File: src/rtl/apb_pwm_pkg.sv
// Register map, CTRL field positions and per-channel configuration record.
// Shared by the APB front end and the channel generators.
// Pure declarations: no timing, no flow control.
package apb_pwm_pkg;

    localparam int CFG_W = 32;

    localparam logic [1:0] REG_PERIOD = 2'd0;
    localparam logic [1:0] REG_PULSE  = 2'd1;
    localparam logic [1:0] REG_CTRL   = 2'd2;
    localparam logic [1:0] REG_STATUS = 2'd3;

    localparam int CTRL_EN     = 0;
    localparam int CTRL_POL    = 1;
    localparam int CTRL_IE     = 2;
    localparam int STATUS_WRAP = 0;

    typedef struct packed {
        logic [CFG_W-1:0] period;
        logic [CFG_W-1:0] pulse;
        logic             en;
        logic             pol;
        logic             ie;
    } chan_cfg_t;

endpackage

File: src/rtl/pwm_channel.sv
// One PWM generator: free-running counter, active PERIOD/PULSE, wrap detect, output.
// Latency: output is combinational from the registered counter/active values.
// Backpressure: none; shadows are sampled only at wrap or while disabled.
module pwm_channel
    import apb_pwm_pkg::*;
#(
    parameter int CNT_WIDTH = 16
) (
    input  logic      clk,
    input  logic      rst_n,
    input  chan_cfg_t cfg,
    output logic      wrap_set,
    output logic      pwm
);

    logic [CNT_WIDTH-1:0] cnt;
    logic [CNT_WIDTH-1:0] period_act;
    logic [CNT_WIDTH-1:0] pulse_act;
    logic [CNT_WIDTH-1:0] period_sh;
    logic [CNT_WIDTH-1:0] pulse_sh;
    logic                 running;
    logic                 unused_cfg;

    assign period_sh  = cfg.period[CNT_WIDTH-1:0];
    assign pulse_sh   = cfg.pulse[CNT_WIDTH-1:0];
    assign unused_cfg = ^{cfg.ie, cfg.period >> CNT_WIDTH, cfg.pulse >> CNT_WIDTH};

    // A zero period parks the channel: counter frozen, no wrap, inactive output.
    assign running  = cfg.en && (period_act != '0);
    assign wrap_set = running && (cnt == period_act - 1'b1);
    assign pwm      = (running && (cnt < pulse_act)) ^ cfg.pol;

    always_ff @(posedge clk or negedge rst_n) begin
        if (!rst_n) begin
            cnt        <= '0;
            period_act <= '0;
            pulse_act  <= '0;
        end else if (!cfg.en) begin
            cnt        <= '0;
            period_act <= period_sh;
            pulse_act  <= pulse_sh;
        end else if (wrap_set) begin
            cnt        <= '0;
            period_act <= period_sh;
            pulse_act  <= pulse_sh;
        end else if (running) begin
            cnt <= cnt + 1'b1;
        end
    end

endmodule

File: src/rtl/apb_pwm_mc.sv
// Multi-channel APB3 PWM slave: address decode, shadow/CTRL/STATUS registers, read mux.
// Latency: zero wait states; writes land on the edge ending the access phase.
// Backpressure: PREADY tied high; bad addresses answer PSLVERR with no side effects.
module apb_pwm_mc
    import apb_pwm_pkg::*;
#(
    parameter int DATA_WIDTH = 32,
    parameter int N_CH       = 4,
    parameter int CNT_WIDTH  = 16
) (
    input  logic                  PCLK,
    input  logic                  PRESETn,
    input  logic [DATA_WIDTH-1:0] PADDR,
    input  logic                  PSEL,
    input  logic                  PENABLE,
    input  logic                  PWRITE,
    input  logic [DATA_WIDTH-1:0] PWDATA,
    output logic [DATA_WIDTH-1:0] PRDATA,
    output logic                  PREADY,
    output logic                  PSLVERR,
    output logic [N_CH-1:0]       PWM_O,
    output logic [N_CH-1:0]       IRQ_O
);

    localparam int CH_BITS = (N_CH > 1) ? $clog2(N_CH) : 1;
    localparam logic [DATA_WIDTH-1:0] ADDR_LIMIT = DATA_WIDTH'(N_CH * 16);

    logic                  access;
    logic                  addr_err;
    logic                  wr_en;
    logic [CH_BITS-1:0]    ch_sel;
    logic [1:0]            reg_sel;
    chan_cfg_t             cfg_all [N_CH];
    chan_cfg_t             rd_cfg;
    logic [N_CH-1:0]       wrap_all;
    logic [N_CH-1:0]       wrap_set;
    logic [DATA_WIDTH-1:0] rd_mux;
    logic                  unused_wdata;

    assign access   = PSEL & PENABLE;
    assign addr_err = (PADDR[1:0] != 2'b00) || (PADDR >= ADDR_LIMIT);
    assign wr_en    = access & PWRITE & ~addr_err;
    assign ch_sel   = PADDR[4 +: CH_BITS];
    assign reg_sel  = PADDR[3:2];
    assign PREADY   = 1'b1;
    assign PSLVERR  = access & addr_err;
    assign unused_wdata = ^(PWDATA >> CNT_WIDTH);

    for (genvar c = 0; c < N_CH; c++) begin : g_ch
        chan_cfg_t cfg_q;
        logic      wrap_q;
        logic      sel;
        logic      w1c;

        assign sel = wr_en && (ch_sel == CH_BITS'(c));
        assign w1c = sel && (reg_sel == REG_STATUS) && PWDATA[STATUS_WRAP];

        always_ff @(posedge PCLK or negedge PRESETn) begin
            if (!PRESETn) begin
                cfg_q  <= '0;
                wrap_q <= 1'b0;
            end else begin
                if (sel) begin
                    case (reg_sel)
                        REG_PERIOD: cfg_q.period <= CFG_W'(PWDATA[CNT_WIDTH-1:0]);
                        REG_PULSE:  cfg_q.pulse  <= CFG_W'(PWDATA[CNT_WIDTH-1:0]);
                        REG_CTRL: begin
                            cfg_q.en  <= PWDATA[CTRL_EN];
                            cfg_q.pol <= PWDATA[CTRL_POL];
                            cfg_q.ie  <= PWDATA[CTRL_IE];
                        end
                        default: ;
                    endcase
                end
                // A wrap on the same edge as a clear keeps the flag set.
                wrap_q <= wrap_set[c] | (wrap_q & ~w1c);
            end
        end

        assign cfg_all[c]  = cfg_q;
        assign wrap_all[c] = wrap_q;
        assign IRQ_O[c]    = wrap_q & cfg_q.ie;

        pwm_channel #(
            .CNT_WIDTH (CNT_WIDTH)
        ) u_ch (
            .clk      (PCLK),
            .rst_n    (PRESETn),
            .cfg      (cfg_q),
            .wrap_set (wrap_set[c]),
            .pwm      (PWM_O[c])
        );
    end

    always_comb begin
        rd_cfg = cfg_all[ch_sel];
        rd_mux = '0;
        case (reg_sel)
            REG_PERIOD: rd_mux = DATA_WIDTH'(rd_cfg.period[CNT_WIDTH-1:0]);
            REG_PULSE:  rd_mux = DATA_WIDTH'(rd_cfg.pulse[CNT_WIDTH-1:0]);
            REG_CTRL:   rd_mux = DATA_WIDTH'({rd_cfg.ie, rd_cfg.pol, rd_cfg.en});
            default:    rd_mux = DATA_WIDTH'(wrap_all[ch_sel]);
        endcase
    end

    assign PRDATA = (access && !PWRITE && !addr_err) ? rd_mux : '0;

endmodule

File: config.mk
export PLATFORM = sky130hd
export DESIGN_NAME = apb_pwm_mc
export DESIGN_NICKNAME = d
export VERILOG_FILES = /design/src/rtl/apb_pwm_pkg.sv /design/src/rtl/pwm_channel.sv /design/src/rtl/apb_pwm_mc.sv
export SDC_FILE = /design/constraint.sdc
export NUM_CORES = 1
export LEC_CHECK = 0
export ABC_AREA = 1
export BUFFER_PORTS_ARGS = -buffer_cell sky130_fd_sc_hd__buf_2
export CORE_UTILIZATION = 60
export DETAILED_ROUTE_END_ITERATION = 7
export GPL_ROUTABILITY_DRIVEN = 1
export GPL_TIMING_DRIVEN = 1
export PLACE_DENSITY = 0.79
export SYNTH_ARGS = -nofsm -noshare
export SYNTH_HDL_FRONTEND = slang
export SYNTH_SLANG_ARGS = --single-unit
File: constraint.sdc
create_clock -name PCLK -period 2.5 [get_ports PCLK]
set_clock_uncertainty 0.15 [all_clocks]
set_input_delay 0.25 -clock PCLK [delete_from_list [all_inputs] [get_ports PCLK]]
set_output_delay 0.25 -clock PCLK [all_outputs]
set_load 0.02 [all_outputs]
# Yosys cells after proc, flatten, opt, wreduce, memory -nomap -nowiden
# Cells that the tools add are included.
dict set report totals {
  register_bits 336
  inputBits 69
  output_inout_bits 42
  wordCells 178
}
dict set report op_classes {
  addsub 8
  n_lt_le_gt_ge 7
  eq_ne 18
  mux 35
  n_bitwise 26
  reduce_logical 48
}
# cell count
set op_table {}
lappend op_table {{16-bit two-way mux} 28}
lappend op_table {{67-bit binary-select mux with 2-bit select} 1}
lappend op_table {{51-bit two-way mux} 2}
lappend op_table {{16-bit by 1-bit adder with 16-bit output (second input constant)} 4}
lappend op_table {{16-bit equality test} 4}
lappend op_table {{16-bit < comparator} 4}
lappend op_table {{16-bit nonzero test} 4}
lappend op_table {{16-bit by 1-bit subtractor with 16-bit output (second input constant)} 4}
lappend op_table {{16-bit one-hot mux with 3 select lines} 1}
lappend op_table {{32-bit by 7-bit greater-or-equal comparator with 1-bit output (second input constant)} 1}
lappend op_table {{32-bit two-way mux} 1}
lappend op_table {{1-bit logical AND} 26}
lappend op_table {{2-bit AND reduction} 12}
lappend op_table {{1-bit AND} 12}
lappend op_table {{3-bit by 1-bit inequality test with 1-bit output (second input constant)} 4}
lappend op_table {{2-bit equality test (second input constant)} 4}
lappend op_table {{2-bit by 1-bit inequality test with 1-bit output (second input constant)} 4}
lappend op_table {{1-bit NOT} 5}
lappend op_table {{2-bit by 1-bit equality test with 1-bit output (second input constant)} 2}
lappend op_table {{2-bit zero test} 2}
lappend op_table {{1-bit OR} 4}
lappend op_table {{1-bit bitwise XOR} 4}
lappend op_table {{3-bit greater-or-equal comparator (second input constant)} 1}
lappend op_table {{2-bit by 3-bit < comparator with 1-bit output (second input constant)} 1}
lappend op_table {{other kinds (6)} 7}

# Longest topological paths before layout
dict set report logic_depth {
  depth_word 10
  depth_mapped 16
}

# Modules after synthesis
# Synthesis repeated with hierarchy kept, for this count alone.
dict set report hier_totals {
  hier_cells 2825
  hier_area_um2 21149.0
}
# mod n_inst cells_per_inst area_per_inst_um2 seq_area_each_um2
set by_module_without_submodules {}
lappend by_module_without_submodules {pwm_channel 4 467 3368.2 1201.2}
lappend by_module_without_submodules {apb_pwm_mc 1 957 7676.1 3603.5}

# Worst setup path after synthesis
# No wires, ideal clock.
dict set report synth_path {
  path_type {register to register}
  from {reg g_ch[1].u_ch.period_act[0]}
  to {reg g_ch[1].u_ch.cnt[14]}
  setup_ns 0.118
  arrival_time_ns 1.877
  t_required_ns 2.232
  setup_slack_ns 0.355
  path_stages_with_launch 14
  n_path_buf 1
  period_less_slack_ns 2.145
  path_cell_list {dfrtp_1 > inv_1 > ha_1 > nand3_2 > or2_2 > nand2_1 > inv_1 > nor2_1 > nand2_1 > nor2_2 > nand3_4 > nand2_4 > buf_4 > nor2_1}
}
dict set report synth_between {
  elab_chain_len 5
  word_cells_on_any_way 8
  cone_classes {1 x add/sub; 2 x eq/ne; 2 x mux; 3 x reduce/logical}
}
# item line
set synth_rtl {}
lappend synth_rtl {{start: declaration} pwm_channel.sv:17} ;# logic [CNT_WIDTH-1:0] period_act;
lappend synth_rtl {{start signal: assignment} pwm_channel.sv:40} ;# period_act <= period_sh;
lappend synth_rtl {{start signal: assignment} pwm_channel.sv:44} ;# period_act <= period_sh;
lappend synth_rtl {{16-bit by 1-bit subtractor with 16-bit output / 16-bit nonzero test (equally long branches)} {pwm_channel.sv:30, pwm_channel.sv:29}}
lappend synth_rtl {{16-bit equality test / 1-bit logical AND (equally long branches)} {pwm_channel.sv:30, pwm_channel.sv:29}}
lappend synth_rtl {{1-bit logical AND} pwm_channel.sv:30} ;# assign wrap_set = running && (cnt == period_act - 1'b1);
lappend synth_rtl {{16-bit two-way mux} pwm_channel.sv:42} ;# end else if (wrap_set) begin
lappend synth_rtl {{16-bit two-way mux} pwm_channel.sv:38} ;# end else if (!cfg.en) begin
lappend synth_rtl {{end signal: assignment} pwm_channel.sv:47} ;# cnt <= cnt + 1'b1;
lappend synth_rtl {{end: declaration} pwm_channel.sv:16} ;# logic [CNT_WIDTH-1:0] cnt;
# Several ways; a longest one is shown, not always the timed one.
# A chain may end at the register's enable or synchronous reset.

# Worst setup path after layout
dict set report layout_path {
  from {reg g_ch[2].u_ch.cnt[5]}
  to {out PWM_O[2]}
}
dict set report layout_between {
  elab_chain_len 3
}
# item line
set layout_rtl {}
lappend layout_rtl {{start: declaration} pwm_channel.sv:16}
lappend layout_rtl {{start signal: assignment} pwm_channel.sv:47}
lappend layout_rtl {{16-bit < comparator} pwm_channel.sv:31} ;# assign pwm = (running && (cnt < pulse_act)) ^ cfg.pol;
lappend layout_rtl {{1-bit logical AND} pwm_channel.sv:31}
lappend layout_rtl {{1-bit bitwise XOR} pwm_channel.sv:31}
lappend layout_rtl {{end: declaration} apb_pwm_mc.sv:21} ;# output logic [N_CH-1:0] PWM_O,
# Every way passes these cells.

==> flow_metrics.env <==
export IMPL_cts_tree="built"
export IMPL_numCtsBuffers=37
export IMPL_cts_sinks=336
export IMPL_critPathLaunchType="flop"
export IMPL_r2r_setup_slack_ns=0.11
export IMPL_ys_top_cells_by_area="dfrtp_1 (44%), nand2_1 (16%), nand3_1 (5.6%), ha_1 (4.7%), inv_1 (4.6%)"
export IMPL_post_dp_hpwl_um=38700
export IMPL_yosysTopAreaCell="dfrtp_1"
export IMPL_hold_path_end="cfg_all[141]"
export IMPL_wirelength_um=55900
export IMPL_final_common_cell="nand2_1"
export IMPL_reg2reg_depth=14
export IMPL_clock_path_buffers=3
export IMPL_run_status="finished, violations left"
export IMPL_r2r_start="g_ch[0].u_ch.period_act[7]"
export IMPL_layout_min_cycle_time_ns=2.57
export IMPL_drc=0
export IMPL_post_drt_wl_per_cell_um=18.2
export IMPL_final_max_slew_viol_count=0
export IMPL_core_area_um2=31500
export IMPL_holdPathStages=3
export IMPL_regToRegEndpoint="g_ch[0].u_ch.period_act[15]"
export IMPL_synth_main_ff_cell="dfrtp_1"
export IMPL_drtPass1Iterations=6
export IMPL_grt_usage_pct=34.5
export IMPL_setup_viol=4
export IMPL_antenna_found_initial=0
export IMPL_crit_required_ns=2.10
export IMPL_syn_to_final_growth_pct=16.4
export IMPL_syn_inst=2518
export IMPL_setup_ws_ns=-0.0656
export IMPL_hold_violations=0
export IMPL_ys_types=48
export IMPL_relSlewSlack_pct=54.3
export IMPL_num_vias=17700
export IMPL_critPathMaxFanout=5
export IMPL_worst_setup_path_type="reg -> out"
export IMPL_ios=111
export IMPL_syn_area_per_cell_um2=7.62
export IMPL_leakagePower_nw=11.5
export IMPL_start_util_pct=61.0
export IMPL_holdCritPathClass="in -> reg"
export IMPL_worstSkewPairLatency_ns=0.54
export IMPL_first_iter_violations=1789
export IMPL_worst_slew_pin_slew_ns=0.684
export IMPL_violations="negative setup slack"
export IMPL_yosys_area_top_type_share_pct=43.8
export IMPL_yosys_warnings=0
export IMPL_fp_dieH_um=181
export IMPL_setup_tns_ns=-0.198
export IMPL_grt_overflow_total=0
export IMPL_gp_congestion=1.02
export IMPL_layout_common_cells="nand2_1 (788), dfrtp_1 (313), inv_1 (220), nand3_1 (213), nor2_1 (204)"
export IMPL_numPortBuffers=77
export IMPL_dp_slack_ns=0.00622
export IMPL_fin_total_pwr_w=0.0115
export IMPL_critPathCaptureType="primary output"
export IMPL_crit_arrival_ns=2.17
export IMPL_vias_per_cell=5.77
export IMPL_die_w_um=181
export IMPL_irDropWorstVdd_v=0.000551
export IMPL_pwr_density_cell_nw_per_um2=516
export IMPL_drive_gt1_share_pct=14.9
export IMPL_final_nets=2788
export IMPL_cts_root_buf="clkbuf_16"
export IMPL_ys_seq_area_share_pct=43.8
export IMPL_ys_ff_latch=336
export IMPL_grt_max_degree=72
export IMPL_path_clk_slew_ns=0.06
export IMPL_max_freq_mhz=390
export IMPL_grt_pass1_wl_um=89300
export IMPL_synth_edf_count=0
export IMPL_synth_cell_area_um2=19200
export IMPL_grt_pass1_vias=17100
export IMPL_period_share_pct=103
export IMPL_antenna_diode_count=0
export IMPL_dieArea_um2=32700
export IMPL_ant_nets=0
export IMPL_rsz0062_at_grt="true"
export IMPL_drv_cap=0
export IMPL_synthArstFlopShare_pct=100
export IMPL_cts_max_level=2
export IMPL_core_rowCount=65
export IMPL_worstHoldStart="PWDATA[4]"
[logic make-up after synthesis]
logic type | Yosys count | synth area share [%]
and+or+nand+nor | 1341 | 29.5
buffers and inverters | 351 | 7.97
DFF | 336 | 43.8
AOI/OAI and AO/OA | 317 | 9.42
xor gates and xnor gates | 99 | 4.52
adders and majority gates | 72 | 4.70
other | 2 | 0.0391
[through the flow]
| step | instances | util, % | instance area [um2] | hold WS [ns] |
|---|---|---|---|---|
| CTS | 3056 | 69.4 | 21900 | 0.0230 |
| global route | 3077 | 71.0 | 22300 | 0.0222 |
| detailed placement | 2966 | 64.0 | 20200 | 0.105 |
| finish | 3077 | 71.0 | 22300 | 0.0310 |
| global placement | 2966 | 64.0 | 20200 | 0.105 |
| floorplan | 2533 | - | 19200 | -0.196 |
[flip-flops by register name, indices dropped and copies added (netlist names)]
register / cells
cfg_all: 140
g_ch.u_ch.cnt: 64
g_ch.u_ch.period_act: 64
g_ch.u_ch.pulse_act: 64
g_ch.wrap_q: 4
[area by class of cell]
cell class / instances / area (um2)
clock buffers: 51 / 1040
repair buffers: 186 / 1430
fillers: 2401 / 9140
clock inverters: 16 / 226
flip-flops and latches: 336 / 8440
multi-input cells: 1847 / 9810
well taps: 402 / 503
inverters: 239 / 897
[worst max-delay path by stage]
stage                               start                          to  slack, ns
6_report              g_ch[2].u_ch.cnt[5]                    PWM_O[2]      -0.07
4_1_cts              g_ch[1].u_ch.cnt[10]                    PWM_O[1]      -0.16
5_1_grt         g_ch[0].u_ch.pulse_act[9]                    PWM_O[0]      -0.17
3_5_place_dp   g_ch[3].u_ch.period_act[0]  g_ch[3].u_ch.period_act[2]      0.006
2_1_floorplan  g_ch[1].u_ch.period_act[0]        g_ch[1].u_ch.cnt[14]       0.35
3_3_place_gp   g_ch[3].u_ch.period_act[0]         g_ch[3].u_ch.cnt[4]        0.1
[routing by layer]
metal | GRT usage [%] | wire length (um) | up-vias
li1 | - | - | 8351
met3 | 5.76 | 4630 | 150
met5 | 0 | 0 | -
met2 | 54.3 | 25500 | 788
met4 | 14.4 | 2430 | 0
met1 | 47.5 | 23300 | 8453
[power by group]
group	internal (W)	switching [W]
clock	0.00345	0.00227
sequential	0.00544	0.0000000000107
combinational	0.0000802	0.000280
[critical path, stage by stage, from the launching register on]
cell	delay, ns
dfrtp_2	0.46
ha_1	0.32
a21oi_1	0.21
a21oi_2	0.10
o21ai_2	0.19
nand2_1	0.08
nand2_1	0.08
nand2_2	0.06
buf_6	0.13
[cell usage after synthesis, types with 2 or more instances]
master	count
nand2_4	5
nand2_1	800
nand3_4	2
nand3_2	7
clkinv_1	2
and2_1	3
buf_6	13
nor2_4	4
a21o_1	4
o21ai_1	11
ha_1	72
inv_1	234
o22ai_1	4
or2_2	2
nor2_2	15
nor3_1	19
xnor2_1	26
a41oi_1	2
conb_1	2
nor2_1	218
inv_2	3
nand3b_1	13
o31ai_1	4
nand4_1	30
buf_1	11
dfrtp_1	336
a22oi_1	64
buf_4	25
and2_0	2
o21ai_0	165
o21bai_1	3
buf_2	15
a21oi_1	52
a211oi_1	3
nand2_2	2
nand3_1	215
xor2_1	73
clkbuf_1	47
[what timing repair did]
item | 4_1_cts | 5_1_grt
cloned | 0 | 2
pin swaps | 30 | 20
endpoints found under the hold margin | 88 | 0
endpoints found under the setup margin | 6 | 197
resized for setup | 74 | 81
hold buffers | 1 | 0
buffers inserted | 22 | 19
Power figures use the tool's default switching activity.
